$ cat config.mk
export PLATFORM = sky130hd
export DESIGN_NAME = uart_echo_responder
export DESIGN_NICKNAME = d
export VERILOG_FILES = /design/src/rtl/uart_echo_responder.sv
export SDC_FILE = /design/constraint.sdc
export NUM_CORES = 1
export LEC_CHECK = 0
export ABC_AREA = 1
export CORE_ASPECT_RATIO = 1.25
export CORE_MARGIN = 8
export CORE_UTILIZATION = 30
export CTS_BUF_LIST = sky130_fd_sc_hd__clkbuf_16
export CTS_CLUSTER_SIZE = 14
export DETAILED_ROUTE_END_ITERATION = 12
export SYNTH_ARGS = -nofsm -noshare
export SYNTH_HDL_FRONTEND = slang
export SYNTH_SLANG_ARGS = --single-unit
$ cat constraint.sdc
create_clock -name iclk -period 2.45 [get_ports iclk]
set_clock_uncertainty 0.2 [all_clocks]
set_input_delay 0.49 -clock iclk [delete_from_list [all_inputs] [get_ports iclk]]
set_output_delay 0.49 -clock iclk [all_outputs]
set_load 0.03 [all_outputs]
$ cat src/rtl/uart_echo_responder.sv
// -----------------------------------------------------------------------------
// uart_echo_responder
//
// Device-side responder of an 8N1 UART link. Bytes arriving on rxSerial are
// deserialized. Each byte with a good stop bit is queued in a small FIFO and
// retransmitted on txSerial. This block is also the loopback target used
// during link bring-up.
//
// Parameters:
//   CLKS_PER_BIT  clock cycles per bit, both directions (>= 4)
//   FIFO_DEPTH    echo buffer entries (power of two, >= 2)
//
// Ports:
//   iclk         clock; all logic runs on the rising edge
//   irst         synchronous, active-high reset
//   rxSerial     serial input; idles high; asynchronous to iclk
//   txHold       when high, no new TX frame starts
//   txSerial     serial output; idles high
//   txActive     high from the first start-bit cycle to the last stop-bit cycle
//   rxDataValid  one-cycle pulse: good byte received
//   rxByte       last good received byte (raw); held until the next good byte
//   frameErr     one-cycle pulse: stop bit sampled low
//   overflow     one-cycle pulse: good byte dropped because the FIFO was full
//   fifoCount    current FIFO occupancy
//
// Optional feature macro: UART_ECHO_UPCASE_EN
//   When defined, bytes 8'h61..8'h7A are converted to upper case before they
//   enter the FIFO. rxByte always shows the raw byte.
// -----------------------------------------------------------------------------
module uart_echo_responder #(
  parameter int CLKS_PER_BIT = 217,
  parameter int FIFO_DEPTH   = 4
) (
  input  logic                          iclk,
  input  logic                          irst,
  input  logic                          rxSerial,
  input  logic                          txHold,
  output logic                          txSerial,
  output logic                          txActive,
  output logic                          rxDataValid,
  output logic [7:0]                    rxByte,
  output logic                          frameErr,
  output logic                          overflow,
  output logic [$clog2(FIFO_DEPTH):0]   fifoCount
);

  localparam int CW    = $clog2(CLKS_PER_BIT);
  localparam int AW    = $clog2(FIFO_DEPTH);
  localparam int CNT_W = AW + 1;

  localparam logic [CW-1:0]    BIT_LAST = CW'(CLKS_PER_BIT - 1);
  localparam logic [CW-1:0]    HALF_BIT = CW'((CLKS_PER_BIT - 1) / 2);
  localparam logic [CNT_W-1:0] FULL_CNT = CNT_W'(FIFO_DEPTH);

  typedef enum logic [1:0] {S_IDLE, S_START, S_DATA, S_STOP} state_e;

  // ---------------------------------------------------------------------------
  // Input synchronizer. The flops reset high so that no false start bit is
  // seen when reset is released.
  // ---------------------------------------------------------------------------
  logic [1:0] sync_q;
  logic       rx_s;

  // NOTE: clocked state is always written with non-blocking (<=) assignments so
  // every flop samples the pre-edge values; combinational blocks use blocking.
  always_ff @(posedge iclk) begin
    if (irst) sync_q <= 2'b11;
    else      sync_q <= {sync_q[0], rxSerial};
  end

  assign rx_s = sync_q[1];

  // ---------------------------------------------------------------------------
  // FIFO control signals. These are shared by the RX and TX sides.
  // ---------------------------------------------------------------------------
  logic [7:0]       mem_q [FIFO_DEPTH];
  logic [AW-1:0]    wptr_q, rptr_q;
  logic [CNT_W-1:0] count_q;
  logic [7:0]       push_data;
  logic             push, pop, full_next;

  state_e tx_state_q, tx_state_d;

  // The TX side pops only from IDLE, so txHold cannot cut a frame short.
  assign pop = (tx_state_q == S_IDLE) && (count_q != '0) && !txHold;
  // A good byte is decided one cycle before its push. This term therefore
  // accounts for a pop that happens in the same cycle as that decision.
  assign full_next = (count_q == FULL_CNT) && !pop;

  // ---------------------------------------------------------------------------
  // RX FSM
  // ---------------------------------------------------------------------------
  state_e        rx_state_q, rx_state_d;
  logic [CW-1:0] rx_cnt_q, rx_cnt_d;
  logic [2:0]    rx_bit_q, rx_bit_d;
  logic [7:0]    rx_shift_q, rx_shift_d;
  logic [7:0]    rx_byte_q, rx_byte_d;
  logic          rx_valid_q, rx_valid_d;
  logic          frame_err_q, frame_err_d;
  logic          overflow_q, overflow_d;

  // NOTE: every signal driven here gets a default value first. As a result
  // no path leaves one unassigned, and no latch is inferred.
  always_comb begin
    rx_state_d  = rx_state_q;
    rx_cnt_d    = rx_cnt_q;
    rx_bit_d    = rx_bit_q;
    rx_shift_d  = rx_shift_q;
    rx_byte_d   = rx_byte_q;
    rx_valid_d  = 1'b0;
    frame_err_d = 1'b0;
    overflow_d  = 1'b0;
    unique case (rx_state_q)
      S_IDLE: begin
        if (!rx_s) begin
          rx_state_d = S_START;
          rx_cnt_d   = '0;
        end
      end
      S_START: begin
        // Resample at the start-bit midpoint. If the line is high here, the
        // low level was a glitch.
        if (rx_cnt_q == HALF_BIT) begin
          rx_cnt_d   = '0;
          rx_bit_d   = '0;
          rx_state_d = rx_s ? S_IDLE : S_DATA;
        end else begin
          rx_cnt_d = rx_cnt_q + 1'b1;
        end
      end
      S_DATA: begin
        if (rx_cnt_q == BIT_LAST) begin
          rx_cnt_d   = '0;
          rx_shift_d = {rx_s, rx_shift_q[7:1]};
          rx_bit_d   = rx_bit_q + 3'd1;
          if (rx_bit_q == 3'd7) rx_state_d = S_STOP;
        end else begin
          rx_cnt_d = rx_cnt_q + 1'b1;
        end
      end
      S_STOP: begin
        if (rx_cnt_q == BIT_LAST) begin
          rx_state_d = S_IDLE;
          rx_cnt_d   = '0;
          if (rx_s) begin
            rx_byte_d  = rx_shift_q;
            rx_valid_d = 1'b1;
            overflow_d = full_next;
          end else begin
            frame_err_d = 1'b1;
          end
        end else begin
          rx_cnt_d = rx_cnt_q + 1'b1;
        end
      end
      default: rx_state_d = S_IDLE;
    endcase
  end

  always_ff @(posedge iclk) begin
    if (irst) begin
      rx_state_q  <= S_IDLE;
      rx_cnt_q    <= '0;
      rx_bit_q    <= '0;
      rx_shift_q  <= '0;
      rx_byte_q   <= '0;
      rx_valid_q  <= 1'b0;
      frame_err_q <= 1'b0;
      overflow_q  <= 1'b0;
    end else begin
      rx_state_q  <= rx_state_d;
      rx_cnt_q    <= rx_cnt_d;
      rx_bit_q    <= rx_bit_d;
      rx_shift_q  <= rx_shift_d;
      rx_byte_q   <= rx_byte_d;
      rx_valid_q  <= rx_valid_d;
      frame_err_q <= frame_err_d;
      overflow_q  <= overflow_d;
    end
  end

  // ---------------------------------------------------------------------------
  // FIFO. The push comes from the registered valid pulse, so the byte is
  // stored at the end of the cycle in which rxDataValid is high.
  // ---------------------------------------------------------------------------
  assign push = rx_valid_q && !overflow_q;

`ifdef UART_ECHO_UPCASE_EN
  always_comb begin
    if (rx_byte_q inside {[8'h61:8'h7A]}) push_data = rx_byte_q - 8'h20;
    else                                  push_data = rx_byte_q;
  end
`else
  assign push_data = rx_byte_q;
`endif

  // NOTE: the storage array has no reset. Only the pointers and the count
  // define which entries are valid, so stale contents are never observed.
  always_ff @(posedge iclk) begin
    if (push) mem_q[wptr_q] <= push_data;
  end

  always_ff @(posedge iclk) begin
    if (irst) begin
      wptr_q  <= '0;
      rptr_q  <= '0;
      count_q <= '0;
    end else begin
      if (push) wptr_q <= wptr_q + 1'b1;
      if (pop)  rptr_q <= rptr_q + 1'b1;
      unique case ({push, pop})
        2'b10:   count_q <= count_q + 1'b1;
        2'b01:   count_q <= count_q - 1'b1;
        default: count_q <= count_q;
      endcase
    end
  end

  // ---------------------------------------------------------------------------
  // TX FSM. The line outputs are registered from the next-state values. This
  // keeps txSerial glitch-free and aligned with the state change.
  // ---------------------------------------------------------------------------
  logic [CW-1:0] tx_cnt_q, tx_cnt_d;
  logic [2:0]    tx_bit_q, tx_bit_d;
  logic [7:0]    tx_shift_q, tx_shift_d;
  logic          tx_serial_q, tx_serial_d;
  logic          tx_active_q, tx_active_d;

  always_comb begin
    tx_state_d = tx_state_q;
    tx_cnt_d   = tx_cnt_q;
    tx_bit_d   = tx_bit_q;
    tx_shift_d = tx_shift_q;
    unique case (tx_state_q)
      S_IDLE: begin
        if (pop) begin
          tx_state_d = S_START;
          tx_cnt_d   = '0;
          tx_shift_d = mem_q[rptr_q];
        end
      end
      S_START: begin
        if (tx_cnt_q == BIT_LAST) begin
          tx_cnt_d   = '0;
          tx_bit_d   = '0;
          tx_state_d = S_DATA;
        end else begin
          tx_cnt_d = tx_cnt_q + 1'b1;
        end
      end
      S_DATA: begin
        if (tx_cnt_q == BIT_LAST) begin
          tx_cnt_d   = '0;
          tx_shift_d = tx_shift_q >> 1;
          tx_bit_d   = tx_bit_q + 3'd1;
          if (tx_bit_q == 3'd7) tx_state_d = S_STOP;
        end else begin
          tx_cnt_d = tx_cnt_q + 1'b1;
        end
      end
      S_STOP: begin
        // Returning to IDLE forces at least one idle-high cycle between frames.
        if (tx_cnt_q == BIT_LAST) begin
          tx_cnt_d   = '0;
          tx_state_d = S_IDLE;
        end else begin
          tx_cnt_d = tx_cnt_q + 1'b1;
        end
      end
      default: tx_state_d = S_IDLE;
    endcase

    unique case (tx_state_d)
      S_START: tx_serial_d = 1'b0;
      S_DATA:  tx_serial_d = tx_shift_d[0];
      default: tx_serial_d = 1'b1;
    endcase
    tx_active_d = (tx_state_d != S_IDLE);
  end

  always_ff @(posedge iclk) begin
    if (irst) begin
      tx_state_q  <= S_IDLE;
      tx_cnt_q    <= '0;
      tx_bit_q    <= '0;
      tx_shift_q  <= '0;
      tx_serial_q <= 1'b1;
      tx_active_q <= 1'b0;
    end else begin
      tx_state_q  <= tx_state_d;
      tx_cnt_q    <= tx_cnt_d;
      tx_bit_q    <= tx_bit_d;
      tx_shift_q  <= tx_shift_d;
      tx_serial_q <= tx_serial_d;
      tx_active_q <= tx_active_d;
    end
  end

  assign txSerial    = tx_serial_q;
  assign txActive    = tx_active_q;
  assign rxDataValid = rx_valid_q;
  assign rxByte      = rx_byte_q;
  assign frameErr    = frame_err_q;
  assign overflow    = overflow_q;
  assign fifoCount   = count_q;

endmodule

==> results of run 1 <==
-- cells in the final DEF, fill, tap and decap left out, types with 4 or more instances in the layout --
cell and instances:
nand2_1 83, nor2_1 81, dfxtp_1 66, o21ai_0 54, inv_1 46, edfxtp_1 32
a21oi_1 28, nand3_1 21, clkdlybuf4s50_1 19, ha_1 13, buf_4 12, clkbuf_16 9
a31oi_1 6, inv_6 5, nand2_2 5, inv_2 4, nor2_4 4, nor2_2 4
-- cell families after synthesis --
family	synth area share [%]
and+or+nand+nor	22.67
DFF	53.55
AOI/OAI and AO/OA	11.98
buffers and inverters	7.310
adders and majority gates	4.287
xor gates and xnor gates	0.2056
-- metal layers --
layer	wire [um]	up-vias	global-route usage [%]	share of wire [%]
met3	268	10	2.045	3.3
met4	140	0	5.131	1.7
met2	4140	34	16.43	51
met1	3513	1465	10.47	44
met5	0	-	0	0
li1	-	1660	-	-
-- through the flow --
step	cells	instance area, um2	util, %	hold WS, ns
2_1_floorplan	491	4262	-	0.1895
3_3_place_gp	683	4661	33.59	0.1937
3_5_place_dp	683	4661	33.59	0.1975
4_1_cts	699	4943	35.63	0.2146
5_1_grt	699	4943	35.63	0.2449
6_report	699	4943	35.63	0.2137
-- state kept, by name (all words and copies together) (netlist names), named ones only --
name         flops
rptr_q           2
tx_cnt_q         8
rxDataValid      1
rx_cnt_q         8
overflow         1
txSerial         1
mem_q           32
wptr_q           2
sync_q           2
rx_state_q       1
rxByte           8
txActive         1
tx_bit_q         3
fifoCount        3
rx_bit_q         3
rx_shift_q       8
frameErr         1
tx_state_q       2
tx_shift_q       8
-- worst max-delay path, stage by stage --
cell,delay (ns)
clkdlybuf4s50_1,0.46
nor2_4,0.15
nand2_4,0.07
inv_6,0.05
ha_1,0.12
inv_1,0.06
fa_1,0.38
a21oi_1,0.14
o21ai_0,0.11
o21ai_0,0.16
a21oi_1,0.07
-- final timing paths --
check	end	slack [ns]
setup / recovery	fifoCount[2]	0.21
hold / removal	sync_q[1]	0.21
setup reg to reg	fifoCount[2]	0.30
hold reg to reg	sync_q[1]	0.21
-- layout make-up --
class	count	area [um2]	area share, %
sequential	98	2282	46.17
multi-input combinational	325	1668	33.74
timing repair buffer	31	280.3	5.669
clock buffer	9	225.2	4.556
tap	175	219.0	4.429
inverter	54	211.5	4.277
clock inverter	7	57.56	1.164
-- report_power, final --
part	leakage (nW)	internal [W]	total, W	switching (W)
Combinational	0.927	0.000105	0.000295	0.000189
Sequential	0.877	0.00170	0.00172	0.0000232
Clock	0.129	0.000702	0.00132	0.000622
Total	1.93	0.00251	0.00334	0.000835
==> results.tsv, run 1 <==
stage	metric	value	unit
status	outcome	finished, final reports clean	
yosys	Synth cell types	39	
global_routing	grt ovf	0	
critical_path	worst reg2reg startpoint	tx_state_q[0]	
global_routing	antenna violations before repair	0	
yosys	Synth area leaders	dfxtp_1 (31%), edfxtp_1 (23%), nand2_1 (7.3%)	
floorplan	die area	18300	um2
placement	gpl congestion	0.7654	
clock_tree	CTS H-tree lvls	3	
clock_tree	Worst-path clk slew	0.07	ns
yosys	dominant cell type by area after synthesis	dfxtp_1	
floorplan	Top Ports	20	
yosys	synth warn	0	
placement	Post-Place Setup Slack	-0.1274	ns
drt	final wirelength	8062	um
sta	setup_tns	0	ns
critical_path	Setup crit end kind	register	
critical_path	cells on worst reg2reg path	12	
global_routing	pin count of the biggest net entering global routing	34	
worst_hold_path	Hold Crit Start	sync_q[0]	
yosys	top-count cell post-synth	nand2_1	
floorplan	chip height	149.3	um
placement	port bufs	19	
critical_path	Setup CP Type	in2reg	
clock_tree	worst skew pair latency	0.34	ns
final_layout	fillers	1363	
drt	remaining antenna violation count after routing	0	
sta	Min Clock Period, post-route	2.240	ns
drt	DRT iter0 DRCs	152	
floorplan	Die Wd	122.6	um
power	Pwr Total	0.003342	W
sta	final setup vio count	0	
yosys	Synth async-reset ratio	0	%
worst_hold_path	min-delay worst type	reg2reg	
clock_tree	Max clock buf depth	2	
yosys	Synth Flop Type	dfxtp_1	
sta	unrepaired setup endpoints after global routing	no	
critical_path	worst path required time	2.47	ns
floorplan	CORE AREA	13870	um2
drt	drt drc	0	
sta	Final Cycle Share	91.44	%
sta	worst slew pin tran	0.3947	ns
drt	via-per-instance ratio	4.534	
final_layout	# nets final	537	
final_layout	share of cells above drive strength 1	11.26	%
critical_path	CP max FO	2	
drt	DR vias	3169	
yosys	mapped cell area	4262	um2
yosys	syn_area_per_cell	8.679	um2
clock_tree	CTS tree	built	
critical_path	CP Launch Type	input pin	
final_layout	ant diodes	0	
global_routing	vias in the first global route	3057	
power	pwr dens	676.0	nW/um2
worst_hold_path	Hold Path Depth	1	
drt	drt wl/cell	11.53	um
critical_path	Setup crit start	txHold	
yosys	Synth top cells by count	nand2_1 (83), nor2_1 (81), dfxtp_1 (66), o21ai_0 (54), inv_1 (46)	
clock_tree	Post-CTS Resized	0	
floorplan	initial core utilization	30.72	%
yosys	number of synthesized flops with an enable pin	32	
global_routing	GRT Total Usage	9.449	%
clock_tree	Num Clock Sinks	98	
sta	Max Slew Vio Count	0	
power	Leak	1.933	nW
drt	Pre-antenna DRT Iters	4	
run	MaxCap Viol Count	0	
floorplan	Rows	48	
final_layout	Area Growth Syn to Fin	16.00	%
yosys	Synth Register Bits	98	
sta	Hold Fails Final Rpt	0	
critical_path	CP arrival	2.26	ns
sta	Worst slew margin	73.66	%
sta	final setup margin	0.2098	ns
global_routing	first-pass GRT wire length	13970	um
yosys	area share of the leading cell type in the synthesized netlist	31.00	%
power	Peak VDD IR	0.2778	mV
clock_tree	Post CTS Setup Buffer Count	0	
clock_tree	Hold-fix buffers, CTS	0	
clock_tree	Num CTS Buffers	9	
placement	hpwl dp	5724	um
clock_tree	Clk Tree Root Cell	clkbuf_16	
yosys	Post-Syn Instances	491	
sta	Highest Clock Rate	446.4	MHz
yosys	synthesized net count	509	
yosys	sequential element share of the synthesized area	53.55	%
(Power assumes the default switching activity.)
==> run 2, diff against run 1 <==
CORE_MARGIN = 4   (was 8)
REMOVE_ABC_BUFFERS = 1   (was default)
==> run 2 against run 1 <==
Design area is the same. Critical endpoint unchanged. Hold slack gained 0.0094 ns. Routed wire length grew 1.2%.
==> results.tsv, run 2 (synthesis gave the netlist of run 1 again) <==
stage	metric	value	unit
global_routing	first-pass GRT wire length	14030	um
global_routing	vias in the first global route	3026	
final_layout	Most flops, register	mem_q	
worst_hold_path	Hold Crit Start	sync_q[0]	
power	Leak	1.944	nW
clock_tree	Post CTS Setup Buffer Count	0	
final_layout	commonest non-fill, non-tap cell in the layout	nand2_1	
clock_tree	Num CTS Buffers	9	
drt	drt drc	0	
sta	Max Slew Vio Count	0	
sta	unrepaired setup endpoints after global routing	no	
clock_tree	Worst-path clk slew	0.06	ns
floorplan	Die Wd	114.6	um
critical_path	CP bufs+invs	3	
final_layout	fin area	4943	um2
critical_path	Crit path largest cell delay	0.46	ns
final_layout	Area Growth Syn to Fin	16.00	%
critical_path	Critical-path top delay cell	clkdlybuf4s50_1	
final_layout	# nets final	536	
critical_path	CP arrival	2.22	ns
final_layout	ant diodes	0	
worst_hold_path	min-delay worst type	reg2reg	
global_routing	antenna violations before repair	0	
placement	DP Area	4653	um2
final_layout	share of cells above drive strength 1	10.90	%
power	Peak VDD IR	0.4340	mV
drt	DRT iter0 DRCs	123	
global_routing	pin count of the biggest net entering global routing	34	
placement	gpl congestion	0.7820	
drt	Pre-antenna DRT Iters	5	
drt	drt wl/cell	11.68	um
drt	via-per-instance ratio	4.530	
sta	worst slew pin tran	0.4294	ns
final_layout	most frequent cells in the layout	nand2_1 (83), nor2_1 (81), dfxtp_1 (66)	
floorplan	CORE AREA	13870	um2
clock_tree	Num Clock Sinks	98	
sta	Hold Fails Final Rpt	0	
global_routing	grt ovf	0	
critical_path	worst reg2reg startpoint	tx_state_q[0]	
critical_path	worst path required time	2.47	ns
drt	DR vias	3162	
sta	Final Cycle Share	89.77	%
critical_path	Setup crit end kind	register	
floorplan	initial core utilization	30.72	%
critical_path	crit-path cells	clkdlybuf4s50_1 -> nor2_4 -> nand2_4 -> inv_6 -> ha_1 -> inv_1 -> fa_1 -> a21oi_1 -> o21ai_0 -> o21ai_0 -> a21oi_1	
global_routing	GRT Total Usage	10.68	%
power	pwr dens	678.8	nW/um2
critical_path	family with the most delay on the worst path	buffers and inverters	
critical_path	Setup CP Type	in2reg	
status	outcome	finished, final reports clean	
critical_path	CP max FO	2	
critical_path	Setup crit start	txHold	
floorplan	chip height	141.3	um
clock_tree	Hold-fix buffers, CTS	0	
floorplan	Rows	48	
clock_tree	CTS tree	built	
drt	final wirelength	8155	um
critical_path	CP Launch Type	input pin	
final_layout	Core Util, Final	35.63	%
floorplan	Top Ports	20	
clock_tree	Post-CTS Resized	0	
clock_tree	CTS H-tree lvls	3	
run	MaxCap Viol Count	0	
sta	Highest Clock Rate	454.7	MHz
final_layout	fillers	1399	
sta	setup_tns	0	ns
sta	Worst slew margin	71.34	%
placement	hpwl dp	5729	um
final_layout	max reg flops	32	
floorplan	die area	16190	um2
clock_tree	Clk Tree Root Cell	clkbuf_16	
clock_tree	Max clock buf depth	2	
clock_tree	worst skew pair latency	0.34	ns
sta	final setup vio count	0	
placement	port bufs	19	
drt	remaining antenna violation count after routing	0	
sta	Min Clock Period, post-route	2.199	ns
-- run 2: cell count changes in the layout (fill, tap and decap cells not counted) --
cell | previous run | this run
inv_6 | 5 | 1
clkinv_4 | 0 | 2
clkinvlp_4 | 3 | 1
buf_4 | 12 | 11
clkbuf_16 | 9 | 10
clkinv_2 | 1 | 2
inv_1 | 46 | 47
inv_4 | 1 | 2
-- run 2: final cells by class --
type	instances	area [um2]	share of cell area (%)
multi-input cells	325	1668	33.74
flip-flops and latches	98	2282	46.17
repair buffers	30	272.8	5.518
clock buffers	10	250.2	5.062
clock inverters	6	40.04	0.8099
inverters	54	211.5	4.277
well taps	175	219.0	4.429
-- run 2: power by group --
part           internal, W  leakage [nW]  total [W]  switching (W)
combinational     0.000104         0.922   0.000292       0.000188
sequential         0.00170         0.877    0.00173      0.0000260
clock             0.000748         0.145    0.00134       0.000590
total              0.00255          1.94    0.00336       0.000804
-- run 2: through the flow --
step                      worst slack [ns]  total power, W  cells  hold WS (ns)
after floorplan                     0.1831        0.001955    477        0.1895
after global placement             -0.1047        0.002049    682        0.1979
after detailed placement           -0.1109        0.002056    682        0.2026
after CTS                           0.2363        0.003406    698        0.2225
after global routing               0.09558        0.003499    698        0.2530
final                               0.2506        0.003356    698        0.2231
-- run 2: routing by layer --
metal | wire, um | global-route usage (%) | vias up
met4 | 154 | 4.440 | 0
met5 | 0 | 0 | -
li1 | - | - | 1654
met2 | 4093 | 18.18 | 49
met1 | 3674 | 13.05 | 1447
met3 | 232 | 2.176 | 12
-- run 2: worst register-to-register path, cell delays in order (launching register included) --
cell and delay (ns):
dfxtp_1 0.35, inv_2 0.13, nand2_4 0.09, nor2_4 0.11
nand2_4 0.07, inv_6 0.05, ha_1 0.12, inv_1 0.05
fa_1 0.37, a21oi_1 0.14, o21ai_0 0.11, o21ai_0 0.16
a21oi_1 0.06
-- run 2: final timing paths --
check | slack, ns | cells after the start | endpoint
worst max-delay path | 0.25 | 11 | fifoCount[2]
worst max register to register | 0.33 | 12 | fifoCount[2]
worst min register to register | 0.22 | 1 | sync_q[1]
worst min-delay path | 0.22 | 1 | sync_q[1]
==> run 3, diff against run 2 <==
CORE_MARGIN = default   (was 4)
==> run 3 against run 2 <==
Combinational power is essentially flat. Hold slack worse by 0.011 ns. Sequential power hardly changed. Setup slack worse by 0.025 ns. Cell count is the same. Largest power group unchanged. Highest routed layer unchanged.
==> results.tsv, run 3 (synthesis gave the netlist of run 1 again) <==
stage	metric	value	unit
global_routing	grt ovf	0	
critical_path	Critical-path top delay cell	clkdlybuf4s50_1	
final_layout	share of cells above drive strength 1	10.52	%
clock_tree	Post CTS Setup Buffer Count	0	
sta	unrepaired setup endpoints after global routing	no	
clock_tree	worst skew pair latency	0.34	ns
global_routing	first-pass GRT wire length	14460	um
global_routing	antenna violations before repair	0	
clock_tree	Hold-fix buffers, CTS	0	
drt	Pre-antenna DRT Iters	4	
final_layout	Core Util, Final	35.73	%
global_routing	pin count of the biggest net entering global routing	34	
placement	gpl congestion	0.7804	
global_routing	vias in the first global route	3258	
power	Pwr Total	0.003342	W
critical_path	CP arrival	2.25	ns
floorplan	chip height	135.3	um
status	outcome	finished, final reports clean	
critical_path	Setup crit end kind	register	
critical_path	Setup CP Type	in2reg	
critical_path	CP max FO	2	
worst_hold_path	min-delay worst type	reg2reg	
sta	final setup margin	0.2253	ns
power	Seq pwr share	51.7	%
placement	port bufs	19	
power	Switching Share	23.92	%
power	share of total power in combinational logic	8.7	%
power	Leak	1.942	nW
power	pwr dens	677.1	nW/um2
drt	final wirelength	8129	um
sta	Max Slew Vio Count	0	
drt	drt wl/cell	11.65	um
critical_path	CP Launch Type	input pin	
critical_path	Crit path largest cell delay	0.47	ns
final_layout	fillers	1445	
clock_tree	Post-CTS Resized	0	
power	Clock Power Share	39.6	%
final_layout	commonest non-fill, non-tap cell in the layout	nand2_1	
drt	DRT iter0 DRCs	151	
power	Peak VDD IR	0.2857	mV
clock_tree	Num CTS Buffers	9	
final_layout	fin area	4936	um2
sta	hold_ws	0.2123	ns
placement	DP Area	4653	um2
run	MaxCap Viol Count	0	
sta	worst slew pin tran	0.4206	ns
floorplan	Top Ports	20	
floorplan	initial core utilization	30.85	%
placement	hpwl dp	5732	um
power	NetSw	0.0007994	W
placement	Post-Place Setup Slack	-0.1087	ns
critical_path	family with the most delay on the worst path	buffers and inverters	
sta	Hold Fails Final Rpt	0	
floorplan	die area	14690	um2
final_layout	ant diodes	0	
sta	Worst slew margin	71.93	%
floorplan	Die Wd	108.6	um
final_layout	# nets final	536	
drt	drt drc	0	
power	internal cell power	0.002543	W
clock_tree	CTS H-tree lvls	3	
sta	Final Cycle Share	90.80	%
clock_tree	CTS tree	built	
clock_tree	Num Clock Sinks	98	
sta	Highest Clock Rate	449.5	MHz
clock_tree	Clk Tree Root Cell	clkbuf_16	
critical_path	CP bufs+invs	3	
final_layout	most frequent cells in the layout	nand2_1 (83), nor2_1 (81), dfxtp_1 (66)	
floorplan	Rows	48	
final_layout	Most flops, register	mem_q	
global_routing	GRT Total Usage	12.52	%
sta	final setup vio count	0	
clock_tree	Max clock buf depth	2	
clock_tree	Worst-path clk slew	0.06	ns
critical_path	worst path required time	2.47	ns
drt	via-per-instance ratio	4.574	
sta	Min Clock Period, post-route	2.225	ns
drt	DR vias	3193	
final_layout	max reg flops	32	
drt	remaining antenna violation count after routing	0	
final_layout	Area Growth Syn to Fin	15.82	%
critical_path	crit-path cells	clkdlybuf4s50_1 -> nor2_4 -> nand2_4 -> inv_6 -> ha_1 -> inv_1 -> fa_1 -> a21oi_1 -> o21ai_0 -> o21ai_0 -> a21oi_1	
floorplan	CORE AREA	13810	um2
run 3: cell count changes in the layout (fill, tap and decap cells not counted):
cell,before,now
inv_1,47,48
clkinv_1,1,2
inv_4,2,1
clkinv_4,2,1
run 3: power groups by stage:
stage | clock network (W) | logic (W) | registers, W
floorplan | 0 | 0.000176 | 0.00178
global placement | 0 | 0.000287 | 0.00176
detailed placement | 0 | 0.000298 | 0.00176
CTS | 0.00135 | 0.000298 | 0.00173
global route | 0.00142 | 0.000330 | 0.00173
finish | 0.00132 | 0.000292 | 0.00173
run 3: worst paths after layout:
kind | startpoint | end | slack [ns] | cells after the start
setup / recovery | txHold | fifoCount[2] | 0.23 | 11
hold / removal | sync_q[0] | sync_q[1] | 0.21 | 1
setup reg to reg | tx_state_q[0] | fifoCount[2] | 0.30 | 12
hold reg to reg | sync_q[0] | sync_q[1] | 0.21 | 1
run 3: layout make-up:
type	count	area [um2]	share of cell area, %
clock inverters	6	32.53	0.6591
flip-flops and latches	98	2282	46.24
inverters	54	211.5	4.284
well taps	175	219.0	4.436
repair buffers	30	272.8	5.526
multi-input cells	325	1668	33.79
clock buffers	10	250.2	5.070
run 3: layer usage:
metal  GRT usage, %  share of wire [%]
met1          14.21                 44
met3          2.020                2.0
met2          22.40                 52
met5              0                  0
met4          6.231                1.9
run 3: through the flow:
step                      instances  TNS [ns]
after floorplan                 477         0
after global placement          682  -0.09836
after detailed placement        682   -0.1087
after CTS                       698         0
after global routing            698         0
final                           698         0
